File: config.mk
export PLATFORM = sky130hd
export DESIGN_NAME = bus_byte_responder
export DESIGN_NICKNAME = d
export VERILOG_FILES = /design/src/rtl/bus_byte_responder.sv
export SDC_FILE = /design/constraint.sdc
export NUM_CORES = 1
export LEC_CHECK = 0
export CAP_MARGIN = 20
export CORE_ASPECT_RATIO = 0.9
export CORE_MARGIN = 2
export CORE_UTILIZATION = 50
export CTS_CLUSTER_SIZE = 40
export DETAILED_ROUTE_END_ITERATION = 16
export PLACE_DENSITY = 0.84
export SLEW_MARGIN = 20
export SYNTH_ARGS = -nofsm -noshare
export SYNTH_HDL_FRONTEND = slang
export SYNTH_SLANG_ARGS = --single-unit
File: constraint.sdc
create_clock -name i_Clk -period 4.31 [get_ports i_Clk]
set_input_delay 0.862 -clock i_Clk [delete_from_list [all_inputs] [get_ports i_Clk]]
set_output_delay 0.862 -clock i_Clk [all_outputs]
set_load 0.1 [all_outputs]
File: src/rtl/bus_byte_responder.sv
// bus_byte_responder: serialises a 32-bit word-bus access into byte-wide memory cycles.
module bus_byte_responder #(
    parameter int BUS_WORD_ADDR_WIDTH = 16
) (
    input  logic                           i_Clk,
    input  logic                           i_Reset,
    input  logic                           i_Req,
    input  logic                           i_We,
    input  logic [BUS_WORD_ADDR_WIDTH-1:0] i_Addr,
    input  logic [3:0]                     i_ByteEn,
    input  logic [31:0]                    i_WD,
    output logic [31:0]                    o_RD,
    output logic                           o_Busy,
    output logic                           o_Done,
    output logic [BUS_WORD_ADDR_WIDTH+1:0] o_Mem_Addr,
    output logic [7:0]                     o_Mem_WD,
    output logic                           o_Mem_We,
    output logic                           o_Mem_Re,
    input  logic [7:0]                     i_Mem_RD
);
    typedef enum logic [2:0] {IDLE, WR_LANE, RD_ISSUE, RD_CAPTURE, DONE} state_t;
    state_t state, state_n;
    logic [BUS_WORD_ADDR_WIDTH-1:0] addr_r;
    logic [3:0] pend;
    logic [3:0] pend_next;
    logic [31:0] wd_r;
    logic [1:0] lane;
    // pending lanes are serviced lowest-first; clearing the lowest set bit advances the lane
    assign lane = pend[0] ? 2'd0 : pend[1] ? 2'd1 : pend[2] ? 2'd2 : 2'd3;
    assign pend_next = pend & (pend - 4'd1);
    assign o_Busy = state != IDLE;
    always_ff @(posedge i_Clk) begin
        if (i_Reset) begin
            state <= IDLE;
            o_RD <= '0;
            pend <= '0;
            addr_r <= '0;
            wd_r <= '0;
        end else begin
            state <= state_n;
            if (state == IDLE && i_Req) begin
                addr_r <= i_Addr;
                pend <= i_ByteEn;
                wd_r <= i_WD;
                if (!i_We) o_RD <= '0;
            end
            if (state == WR_LANE || state == RD_CAPTURE) pend <= pend_next;
            if (state == RD_CAPTURE) o_RD[{lane, 3'b000} +: 8] <= i_Mem_RD;
        end
    end
    always_comb begin
        state_n = state;
        o_Done = 1'b0;
        o_Mem_We = 1'b0;
        o_Mem_Re = 1'b0;
        o_Mem_Addr = '0;
        o_Mem_WD = '0;
        case (state)
            IDLE: if (i_Req) state_n = (i_ByteEn == 4'd0) ? DONE : i_We ? WR_LANE : RD_ISSUE;
            WR_LANE: begin
                o_Mem_We = 1'b1;
                o_Mem_Addr = {addr_r, lane};
                o_Mem_WD = wd_r[{lane, 3'b000} +: 8];
                state_n = (pend_next == 4'd0) ? DONE : WR_LANE;
            end
            RD_ISSUE: begin
                o_Mem_Re = 1'b1;
                o_Mem_Addr = {addr_r, lane};
                state_n = RD_CAPTURE;
            end
            RD_CAPTURE: state_n = (pend_next == 4'd0) ? DONE : RD_ISSUE;
            DONE: begin
                o_Done = 1'b1;
                state_n = IDLE;
            end
            default: state_n = IDLE;
        endcase
    end
endmodule
==> impl_metrics.json <==
{
  "row_count": 31,
  "drc": 0,
  "setup_viol": 0,
  "die_h_um": 89.1,
  "layout_common_cells": "117 x nand2_1, 96 x clkdlybuf4s50_1, 87 x dfxtp_1",
  "yosysWarnings": 0,
  "register_area_um2": 1740,
  "clock_tree.root_cell": "clkbuf_8",
  "reg2reg_from": "pend[1]$_SDFFE_PP0P_",
  "fin_crit_sh": 0.810,
  "start_kind": "flip-flop",
  "slew_viol_final": 0,
  "firstDrtPassIters": 7,
  "synth_seq_area_share": 0.433,
  "cp-endpoint": "o_Mem_Addr[0]",
  "min-delay-path-class": "reg -> reg",
  "syn_nets": 562,
  "maxSlewHeadroom": 0.330,
  "synth_largest_area_cell": "dfxtp_1",
  "dp_hpwl_um": 7420,
  "synth_cell_types": 41,
  "fmax_mhz": 286,
  "drtAntennaViolNets": 0,
  "num-nets-final": 659,
  "fin_tns_setup_ns": 0,
  "worst_slew_pin_slew_ns": 1.00,
  "wl_per_cell_um": 14.9,
  "multiInputGateArea_um2": 1980,
  "clk_pin_slew_ns": 0.09,
  "fin_skew_ns": 0.00818,
  "grt_pass1_wl_um": 16600,
  "viasPerCell": 5.58,
  "netlist.area_leader.share": 0.433,
  "drt_iter0_drc": 220,
  "grt_max_degree": 78,
  "cts_num_sinks": 87,
  "cts_resized": 0,
  "crit_type": "reg -> out",
  "gp_congestion": 0.834,
  "antenna_found_initial": 0,
  "via_count": 3870,
  "ys_seq_elements": 87,
  "die-area_um2": 8770,
  "status": "finished, final reports clean",
  "pre_cts_ws_ns": 1.21,
  "powerDensity_nw_per_um2": 358,
  "reg2reg_setup_slack_ns": 1.33,
  "wl_um": 10400,
  "ios": 126,
  "grt_overflow_total": 0,
  "peakVddDrop_uv": 195,
  "syn2layout_area_growth_pct": 32.2,
  "synthTopCellsByArea": "dfxtp_1 43%, nand2_1 11%, a21oi_1 7.0%",
  "ctsHoldBuffers": 0,
  "synth_cells": 493,
  "clkLatencyLatePin_ns": 0.34,
  "rr_endpoint": "o_RD[29]$_SDFF_PP0_",
  "critPathMaxFanout": 23,
  "first_global_vias": 3533,
  "crit_start": "pend[1]$_SDFFE_PP0P_",
  "avgSynthCellArea_um2": 8.15,
  "syn_area_um2": 4020,
  "die_w_um": 98.5,
  "drive_gt1_frac": 0.103,
  "cts_setup_buffers": 0,
  "worstPathRequired_ns": 3.45,
  "cp-end-kind": "output port",
  "reg2reg_depth": 6,
  "initial_core_util": 0.508,
  "drv_cap": 0,
  "track_usage": 0.231,
  "nFillCells": 683,
  "tritoncts": "built",
  "min_from": "addr_r[0]$_SDFFE_PP0N_",
  "layout_setup_ws_ns": 0.819,
  "min_period_ns": 3.49,
  "arrival_ns": 2.63,
  "p_leak_nw": 1.90,
  "finalHoldViolCount": 0,
  "core_um2": 7910,
  "cts_max_level": 3,
  "cts_buffer_depth": 2,
  "numCtsBuffers": 9,
  "portBuffers": 125,
  "rsz0062_at_grt": "no",
  "antenna_cells": 0,
  "mostFrequentLayoutCell": "nand2_1"
}
## through the flow
stage / total power, mW / utilization / instances / hold WS [ns] / area, um2
floorplan: 1.28 / - / 493 / 0.431 / 4020
global placement: 1.40 / 0.648 / 678 / 0.438 / 5130
detailed placement: 1.41 / 0.648 / 678 / 0.442 / 5130
CTS: 1.92 / 0.672 / 694 / 0.454 / 5310
global route: 1.99 / 0.672 / 694 / 0.479 / 5310
finish: 1.90 / 0.672 / 694 / 0.454 / 5310
## area by class of cell
class                           instances  share of cell area
Multi-Input combinational cell        342               0.373
Sequential cell                        87               0.328
Timing Repair Buffer                  128               0.226
Clock buffer                           10              0.0259
Tap cell                               99              0.0233
Inverter                               22              0.0155
Clock inverter                          6             0.00848
## worst max-delay path, stage by stage (launching register included)
cell and delay [ns]:
dfxtp_1 0.79, nand2b_1 0.58, nand2_1 0.29, nor3_1 0.29, buf_4 0.33
## synth_stat cells (all sizes together)
master and n:
nor4b 1, and2 18, clkbuf 23, nor2b 11, xnor2 1, a21oi 56
or3b 1, or3 1, buf 19, o211ai 9, inv 22, nand2b 11
o32ai 16, a211oi 2, o2111ai 18, nor3b 4, dfxtp 87, mux2 8
mux2i 1, o21ai 17, o21bai 1, o2bb2ai 1, and4b 1, or4b 1
nand3 5, a21boi 1, nand4 16, and3b 1, a31oi 3, nor3 7
ha 5, nor2 2, nand4b 2, nand2 117, o31a 2, nor4 1
or2 1
## kinds of logic after synthesis
family | share of synthesized area
buffers and inverters | 0.0728
muxes | 0.0249
AOI/OAI and AO/OA | 0.206
adders and majority gates | 0.0156
and+or+nand+nor | 0.245
DFF | 0.433
xor gates and xnor gates | 0.00218
## sequential cells by signal (all words and copies together) (netlist names)
register  count
o_RD         32
wd_r         32
addr_r       16
pend          4
state         3
## routing by layer
| layer | track usage | wire length (um) | vias up |
|---|---|---|---|
| li1 | - | - | 1907 |
| met1 | 0.316 | 4500 | 1796 |
| met2 | 0.388 | 5030 | 158 |
| met3 | 0.0367 | 743 | 9 |
| met4 | 0.0585 | 82 | 0 |
| met5 | 0 | 0 | - |
## where the power goes
| part | internal (mW) | switching (mW) |
|---|---|---|
| Clock | 0.227 | 0.283 |
| Combinational | 0.164 | 0.339 |
| Sequential | 0.849 | 0.0428 |
## worst min path at each step
stage                                    to  cells past startpoint  slack [ns]
floorplan             wd_r[10]$_SDFFE_PP0N_                      2        0.43
global placement    addr_r[11]$_SDFFE_PP0N_                      2        0.44
detailed placement     wd_r[9]$_SDFFE_PP0N_                      2        0.44
CTS                    wd_r[9]$_SDFFE_PP0N_                      2        0.45
global route          wd_r[13]$_SDFFE_PP0N_                      2        0.48
finish               addr_r[0]$_SDFFE_PP0N_                      2        0.45
Power figures use the tool's default switching activity.
